`config.mk`:
```
export PLATFORM = sky130hd
export DESIGN_NAME = terminal_memtest_master
export DESIGN_NICKNAME = d
export VERILOG_FILES = /design/src/rtl/terminal_memtest_pkg.sv /design/src/rtl/terminal_memtest_cmp.sv /design/src/rtl/terminal_memtest_master.sv
export SDC_FILE = /design/constraint.sdc
export NUM_CORES = 1
export LEC_CHECK = 0
export ABC_AREA = 1
export BUFFER_PORTS_ARGS = -buffer_cell sky130_fd_sc_hd__buf_2
export CAP_MARGIN = 20
export CELL_PAD_IN_SITES_DETAIL_PLACEMENT = 0
export CELL_PAD_IN_SITES_GLOBAL_PLACEMENT = 1
export CORE_AREA = 2 2 184 186
export CTS_BUF_LIST = sky130_fd_sc_hd__clkbuf_4 sky130_fd_sc_hd__clkbuf_8 sky130_fd_sc_hd__clkbuf_16
export DETAILED_ROUTE_END_ITERATION = 16
export DIE_AREA = 0 0 186 188
export PLACE_DENSITY = 0.78
export SLEW_MARGIN = 20
export SYNTH_ARGS = -nofsm -noshare
export SYNTH_HDL_FRONTEND = slang
export SYNTH_SLANG_ARGS = --single-unit
```
`constraint.sdc`:
```
create_clock -name clk -period 1.6 [get_ports clk]
set_input_delay 0.08 -clock clk [delete_from_list [all_inputs] [get_ports clk]]
set_output_delay 0.08 -clock clk [all_outputs]
set_load 0.05 [all_outputs]
```
`src/rtl/terminal_memtest_pkg.sv`:
```
// Shared types, defaults and the address-derived test pattern for the
// terminal RAM self-test master.
package terminal_memtest_pkg;

   localparam int DEF_ADDR_W = 13;
   localparam int DEF_DATA_W = 64;

   // Sequencer states: fill phase, read phase, one drain cycle for the last
   // compare, then a one-cycle completion state.
   typedef enum logic [2:0] {
      ST_IDLE  = 3'd0,
      ST_FILL  = 3'd1,
      ST_CHECK = 3'd2,
      ST_DRAIN = 3'd3,
      ST_FIN   = 3'd4
   } state_e;

   localparam logic [1:0] MODE_NOP   = 2'b00;
   localparam logic [1:0] MODE_FILL  = 2'b01;
   localparam logic [1:0] MODE_CHECK = 2'b10;
   localparam logic [1:0] MODE_BOTH  = 2'b11;

   // P(a) = {seed ^ a, ~(seed ^ a)}, upper word first; a is zero-extended.
   function automatic logic [63:0] pattern(input logic [31:0] seed,
                                           input logic [31:0] a);
      logic [31:0] x;
      x = seed ^ a;
      return {x, ~x};
   endfunction

endpackage

```
`src/rtl/terminal_memtest_cmp.sv`:
```
// Read-side checker: carries the expected word and its address alongside
// each outstanding read for RD_LATENCY cycles, compares against readdata
// when the slave returns it, and keeps the sticky error state.
module terminal_memtest_cmp
   import terminal_memtest_pkg::*;
#(
   parameter int ADDR_W     = DEF_ADDR_W,
   parameter int DATA_W     = DEF_DATA_W,
   parameter int RD_LATENCY = 1
) (
   input  logic              clk,
   input  logic              reset,
   input  logic              clear,
   input  logic              flush,
   input  logic              issue_valid,
   input  logic [ADDR_W-1:0] issue_addr,
   input  logic [DATA_W-1:0] issue_exp,
   input  logic [DATA_W-1:0] readdata,
   output logic              mismatch,
   output logic              err_flag,
   output logic [ADDR_W-1:0] err_addr,
   output logic [15:0]       err_count
);

   logic [RD_LATENCY-1:0] vld_q, vld_d;
   logic [DATA_W-1:0]     exp_q [RD_LATENCY];
   logic [DATA_W-1:0]     exp_d [RD_LATENCY];
   logic [ADDR_W-1:0]     adr_q [RD_LATENCY];
   logic [ADDR_W-1:0]     adr_d [RD_LATENCY];
   logic                  err_flag_q, err_flag_d;
   logic [ADDR_W-1:0]     err_addr_q, err_addr_d;
   logic [15:0]           err_count_q, err_count_d;

   // The oldest pipeline stage lines up with the slave's readdata.
   assign mismatch = vld_q[RD_LATENCY-1] && (readdata != exp_q[RD_LATENCY-1]);

   // Shift expected value / address / valid one stage per cycle; a flush
   // kills every read still in flight, including the one issued now.
   always_comb begin
      vld_d    = '0;
      vld_d[0] = issue_valid;
      exp_d[0] = issue_exp;
      adr_d[0] = issue_addr;
      for (int i = 1; i < RD_LATENCY; i++) begin
         vld_d[i] = vld_q[i-1];
         exp_d[i] = exp_q[i-1];
         adr_d[i] = adr_q[i-1];
      end
      if (flush) begin
         vld_d = '0;
      end
   end

   // Error capture: first mismatch address, sticky flag, saturating count.
   always_comb begin
      err_flag_d  = err_flag_q;
      err_addr_d  = err_addr_q;
      err_count_d = err_count_q;
      if (clear) begin
         err_flag_d  = 1'b0;
         err_addr_d  = '0;
         err_count_d = '0;
      end else if (mismatch) begin
         err_flag_d = 1'b1;
         if (!err_flag_q) begin
            err_addr_d = adr_q[RD_LATENCY-1];
         end
         if (err_count_q != 16'hFFFF) begin
            err_count_d = err_count_q + 16'd1;
         end
      end
   end

   // Pipeline and error registers.
   always_ff @(posedge clk) begin
      if (reset) begin
         vld_q       <= '0;
         for (int i = 0; i < RD_LATENCY; i++) begin
            exp_q[i] <= '0;
            adr_q[i] <= '0;
         end
         err_flag_q  <= 1'b0;
         err_addr_q  <= '0;
         err_count_q <= '0;
      end else begin
         vld_q       <= vld_d;
         exp_q       <= exp_d;
         adr_q       <= adr_d;
         err_flag_q  <= err_flag_d;
         err_addr_q  <= err_addr_d;
         err_count_q <= err_count_d;
      end
   end

   assign err_flag  = err_flag_q;
   assign err_addr  = err_addr_q;
   assign err_count = err_count_q;

endmodule

```
`src/rtl/terminal_memtest_master.sv`:
```
// Avalon-MM fixed-latency master that fills a word range of the terminal
// RAM with an address-derived pattern and/or reads it back and checks it.
// Build option: TERMINAL_MEMTEST_STOP_ON_ERR_EN makes the first mismatch
// abort the read phase (in-flight reads discarded, exit via DRAIN).
module terminal_memtest_master
   import terminal_memtest_pkg::*;
#(
   parameter int ADDR_W     = DEF_ADDR_W,
   parameter int DATA_W     = DEF_DATA_W,
   parameter int RD_LATENCY = 1
) (
   input  logic                  clk,
   input  logic                  reset,
   input  logic                  start,
   input  logic [1:0]            mode,
   input  logic [ADDR_W-1:0]     base_addr,
   input  logic [ADDR_W:0]       length,
   input  logic [31:0]           seed,
   output logic                  busy,
   output logic                  done,
   output logic                  err_flag,
   output logic [ADDR_W-1:0]     err_addr,
   output logic [15:0]           err_count,
   output logic [ADDR_W-1:0]     address,
   output logic [DATA_W/8-1:0]   byteenable,
   output logic                  chipselect,
   output logic                  write,
   output logic [DATA_W-1:0]     writedata,
   output logic                  clken,
   input  logic [DATA_W-1:0]     readdata
);

`ifdef TERMINAL_MEMTEST_STOP_ON_ERR_EN
   localparam bit STOP_ON_ERR = 1'b1;
`else
   localparam bit STOP_ON_ERR = 1'b0;
`endif

   state_e            state_q, state_d;
   logic [ADDR_W-1:0] base_q, base_d;
   logic [ADDR_W:0]   len_q, len_d;
   logic [31:0]       seed_q, seed_d;
   logic [1:0]        mode_q, mode_d;
   logic [ADDR_W-1:0] addr_q, addr_d;
   logic [ADDR_W:0]   cnt_q, cnt_d;

   logic              clear;
   logic              flush;
   logic              issue_valid;
   logic              mismatch;
   logic              cs;
   logic              wr;
   logic [DATA_W-1:0] cur_pat;

   assign cur_pat = DATA_W'(pattern(seed_q, 32'(addr_q)));

   // Next-state, parameter latching and bus-cycle decode.
   always_comb begin
      state_d     = state_q;
      base_d      = base_q;
      len_d       = len_q;
      seed_d      = seed_q;
      mode_d      = mode_q;
      addr_d      = addr_q;
      cnt_d       = cnt_q;
      clear       = 1'b0;
      flush       = 1'b0;
      issue_valid = 1'b0;
      cs          = 1'b0;
      wr          = 1'b0;
      case (state_q)
         ST_IDLE: begin
            if (start) begin
               if (mode != MODE_NOP && length != '0) begin
                  base_d  = base_addr;
                  len_d   = length;
                  seed_d  = seed;
                  mode_d  = mode;
                  addr_d  = base_addr;
                  cnt_d   = length;
                  clear   = 1'b1;
                  state_d = mode[0] ? ST_FILL : ST_CHECK;
               end else begin
                  state_d = ST_FIN;
               end
            end
         end
         ST_FILL: begin
            cs     = 1'b1;
            wr     = 1'b1;
            addr_d = addr_q + ADDR_W'(1);
            cnt_d  = cnt_q - (ADDR_W+1)'(1);
            if (cnt_q == (ADDR_W+1)'(1)) begin
               if (mode_q == MODE_BOTH) begin
                  addr_d  = base_q;
                  cnt_d   = len_q;
                  state_d = ST_CHECK;
               end else begin
                  state_d = ST_FIN;
               end
            end
         end
         ST_CHECK: begin
            cs          = 1'b1;
            issue_valid = 1'b1;
            addr_d      = addr_q + ADDR_W'(1);
            cnt_d       = cnt_q - (ADDR_W+1)'(1);
            if (STOP_ON_ERR && mismatch) begin
               flush   = 1'b1;
               state_d = ST_DRAIN;
            end else if (cnt_q == (ADDR_W+1)'(1)) begin
               state_d = ST_DRAIN;
            end
         end
         ST_DRAIN: begin
            state_d = ST_FIN;
         end
         ST_FIN: begin
            state_d = ST_IDLE;
         end
         default: begin
            state_d = ST_IDLE;
         end
      endcase
   end

   // Sequencer registers.
   always_ff @(posedge clk) begin
      if (reset) begin
         state_q <= ST_IDLE;
         base_q  <= '0;
         len_q   <= '0;
         seed_q  <= '0;
         mode_q  <= MODE_NOP;
         addr_q  <= '0;
         cnt_q   <= '0;
      end else begin
         state_q <= state_d;
         base_q  <= base_d;
         len_q   <= len_d;
         seed_q  <= seed_d;
         mode_q  <= mode_d;
         addr_q  <= addr_d;
         cnt_q   <= cnt_d;
      end
   end

   terminal_memtest_cmp #(
      .ADDR_W     (ADDR_W),
      .DATA_W     (DATA_W),
      .RD_LATENCY (RD_LATENCY)
   ) u_cmp (
      .clk         (clk),
      .reset       (reset),
      .clear       (clear),
      .flush       (flush),
      .issue_valid (issue_valid),
      .issue_addr  (addr_q),
      .issue_exp   (cur_pat),
      .readdata    (readdata),
      .mismatch    (mismatch),
      .err_flag    (err_flag),
      .err_addr    (err_addr),
      .err_count   (err_count)
   );

   // Bus and status outputs; address/data are parked at zero between accesses.
   always_comb begin
      chipselect = cs;
      write      = wr;
      address    = cs ? addr_q : '0;
      writedata  = wr ? cur_pat : '0;
      byteenable = '1;
      clken      = 1'b1;
      busy       = (state_q == ST_FILL) || (state_q == ST_CHECK) || (state_q == ST_DRAIN);
      done       = (state_q == ST_FIN);
   end

endmodule

```
==> metrics.yaml <==
fp.dieH_um: 188
core_area_sq_um: 33100
antenna_found_initial: 5
clk_latency_ns: 0.45
dp_hpwl_um: 23800
grt_pass1_vias: 10145
violations: "setup timing"
place_inst: 2213
r2r_setup_slack_ns: -0.24
hold_violations: 0
path_cells: "nor3_4 > inv_4 > buf_12 > clkbuf_16 > nor2_2 > buf_6"
ys_seq_area_share_pct: 40.8
io_pins: 248
synth_flop_cell: "dfxtp_1"
grt_usage_pct: 19.6
worstReg2RegStart: "u_cmp.exp_q[44]"
worstMarginPinSlew_ns: 0.494
cts_tree: "yes"
fin_area_sq_um: 16000
synth_edf_count: 0
maxSlewHeadroom_pct: 66.8
max_freq_mhz: 541
clock_path_buffers: 2
setup_ws_ns: -0.248
p_leak_nw: 7.17
worstPathRequired_ns: 1.52
syn_area_per_cell_sq_um: 6.71
io_buffers: 238
routed-wl-met3_um: 1380
layout.cells.non_filler: 2341
finalCriticalPeriod_ns: 1.85
drc_errors: 0
finalMaxSlewViolations: 0
slowest_stage: "dfxtp_4"
num_vias: 10544
drt_wl_total_um: 34500
critPathArrivalTime_ns: 1.77
cts_root_buf: "clkbuf_16"
grt_pass1_wl_um: 53400
regArea_sq_um: 4040
fp-row-count: 67
synth_top_cell_area_share_pct: 40.8
clk_pin_slew_ns: 0.07
nFillCells: 3184
met2WireLength_um: 17000
via_per_inst: 4.50
critical_path.top_delay_family: "buffers and inverters"
yosys.area.top_type: "dfxtp_1"
grt_start_max_net_pins: 82
r2r_end: "u_cmp.err_addr[4]"
status: "complete, but fails checks"
overflow: 0
dieArea_sq_um: 35000
placedInstanceArea_sq_um: 12800
dr.pass1.iters: 5
setup_viol: 135
wl_met1_um: 14900
htreeDepth: 4
fin_crit_sh_pct: 115
worstHoldPathType: "in2reg"
postSynth.asyncResetShare_pct: 0
synthCells: 1455
endpoint: "writedata[19]"
die_x_um: 186
fin_util_pct: 48.4
area_delta_synth_final_pct: 64.4
cp-start-kind: "flop"
rsz0062_at_grt: "yes"
synth.area.top_cells: "dfxtp_1 (41%), nor2_1 (11%), nand2_1 (9.9%)"
slowest_delay_ns: 0.37
drive_above_1_share_pct: 38.8
worst_setup_path_end_kind: "primary output"
multiInputGateArea_sq_um: 5800
place_congestion: 0.900
final_cell_mix: "inv_1 (205), nand2_1 (203), nor2_1 (183)"
critical_path_class: "reg2out"
drv_cap: 0
critPathLaunch: "state_q[2]"
highest_layer: "met4"
ys_ff_latch: 199
ys_warn_count: 0
yosys.cell_types.count: 36
cp_num_buf_inv: 4
reg2reg_depth: 15
ir_drop_mv: 0.830
numCtsBuffers: 17
ant_nets: 0
skew_ns: 0.0131
start_util_pct: 29.5
cts.sinks: 199
crit_fanout: 13
cp_num_cells: 6
synth_area_sq_um: 9760
final_common_cell: "inv_1"
dr.first_iter.drc_count: 491
routedWlPerCell_um: 14.7
final_nets: 2007
powerDensity_nw_per_um2: 1640
## worst min-delay path by stage
stage / start / to / slack (ns) / cells after the start
2_1_floorplan: length[10] / len_q[10] / 0.26 / 2
3_3_place_gp: seed[26] / seed_q[26] / 0.35 / 3
3_5_place_dp: seed[15] / seed_q[15] / 0.36 / 3
4_1_cts: length[12] / cnt_q[12] / 0.006 / 3
5_1_grt: length[12] / cnt_q[12] / 0.03 / 3
6_report: mode[0] / mode_q[0] / 0.03 / 3
## metal layers
layer	vias to the layer above	track usage (%)
met2	257	32.7
met1	4847	24.5
li1	5361	-
met5	-	0
met4	0	7.90
met3	79	4.00
## cells in the mapped netlist (2+ instances only)
master / count
inv_2: 10
nand3_2: 3
xor2_1: 36
ha_1: 4
nand3_1: 28
nor3_4: 3
dfxtp_1: 199
nor2_4: 2
inv_1: 214
nand2_2: 2
a21oi_1: 105
clkbuf_1: 41
nor3_2: 3
nor2_2: 3
xnor2_1: 17
nor3_1: 23
buf_6: 5
nor2_1: 280
nand4_1: 33
a31oi_1: 14
o21ai_1: 52
o21ai_0: 76
buf_2: 17
nand2_1: 257
buf_4: 12
or2_1: 6
## worst register-to-register path: stages, from the launching register on
cell,delay [ns]
dfxtp_2,0.33
inv_1,0.04
nand2_1,0.05
nand2_1,0.04
nor2_1,0.12
nand2_1,0.08
nor2_1,0.10
buf_4,0.11
nand2_1,0.06
nor2_2,0.14
nand2_2,0.09
buf_12,0.16
nand3_4,0.10
buf_12,0.16
nand2_4,0.05
a21oi_2,0.13
## cell type report
cell class | instances | share of cell area (%)
Antenna cell | 5 | 0.0780
Clock buffer | 19 | 2.89
Clock inverter | 13 | 0.991
Inverter | 224 | 5.35
Multi-Input combinational cell | 965 | 36.2
Sequential cell | 199 | 25.2
Tap cell | 448 | 3.49
Timing Repair Buffer | 468 | 25.8
## timing repair
action / in CTS / in global routing
hold buffers: 57 / 0
setup endpoints to repair: 138 / 180
pin swaps: 50 / 54
gates resized for setup: 325 / 149
endpoints found under the hold margin: 69 / 0
cloned: 10 / 1
setup buffers: 19 / 11
## cells by family (layout without fill, tap and decap cells)
group                      Yosys count  after routing  synth area share, %
AOI/OAI and AO/OA                  250            250                 13.1
xor gates and xnor gates            53             53                 4.76
adders and majority gates            4              4                0.513
buffers and inverters              300            724                 12.6
DFF                                199            199                 40.8
other                                1             14               0.0384
and+or+nand+nor                    648            649                 28.2
## flip-flops by register name, summed over array words and instances (netlist names), 3 cells and up
signal / cells
u_cmp.exp_q: 64
seed_q: 32
u_cmp.err_count: 16
cnt_q: 14
len_q: 14
addr_q: 13
base_q: 13
u_cmp.adr_q: 13
u_cmp.err_addr: 13
state_q: 3
## power breakdown
part	total (W)	internal [W]	switching, W
Combinational	0.0146	0.00609	0.00853
Clock	0.00457	0.00237	0.00220
Sequential	0.00705	0.00617	0.000881
## through the flow
stage	total power [W]	setup slack, ns	TNS, ns	hold WS, ns
3_5_place_dp	0.0185	-0.263	-9.63	0.358
4_1_cts	0.0254	-0.299	-26.41	0.00648
2_1_floorplan	0.0145	-0.186	-9.91	0.256
6_report	0.0262	-0.248	-21.19	0.0288
5_1_grt	0.0278	-0.354	-35.85	0.0277
3_3_place_gp	0.0183	-0.234	-8.72	0.350
Power figures use the tool's default switching activity.
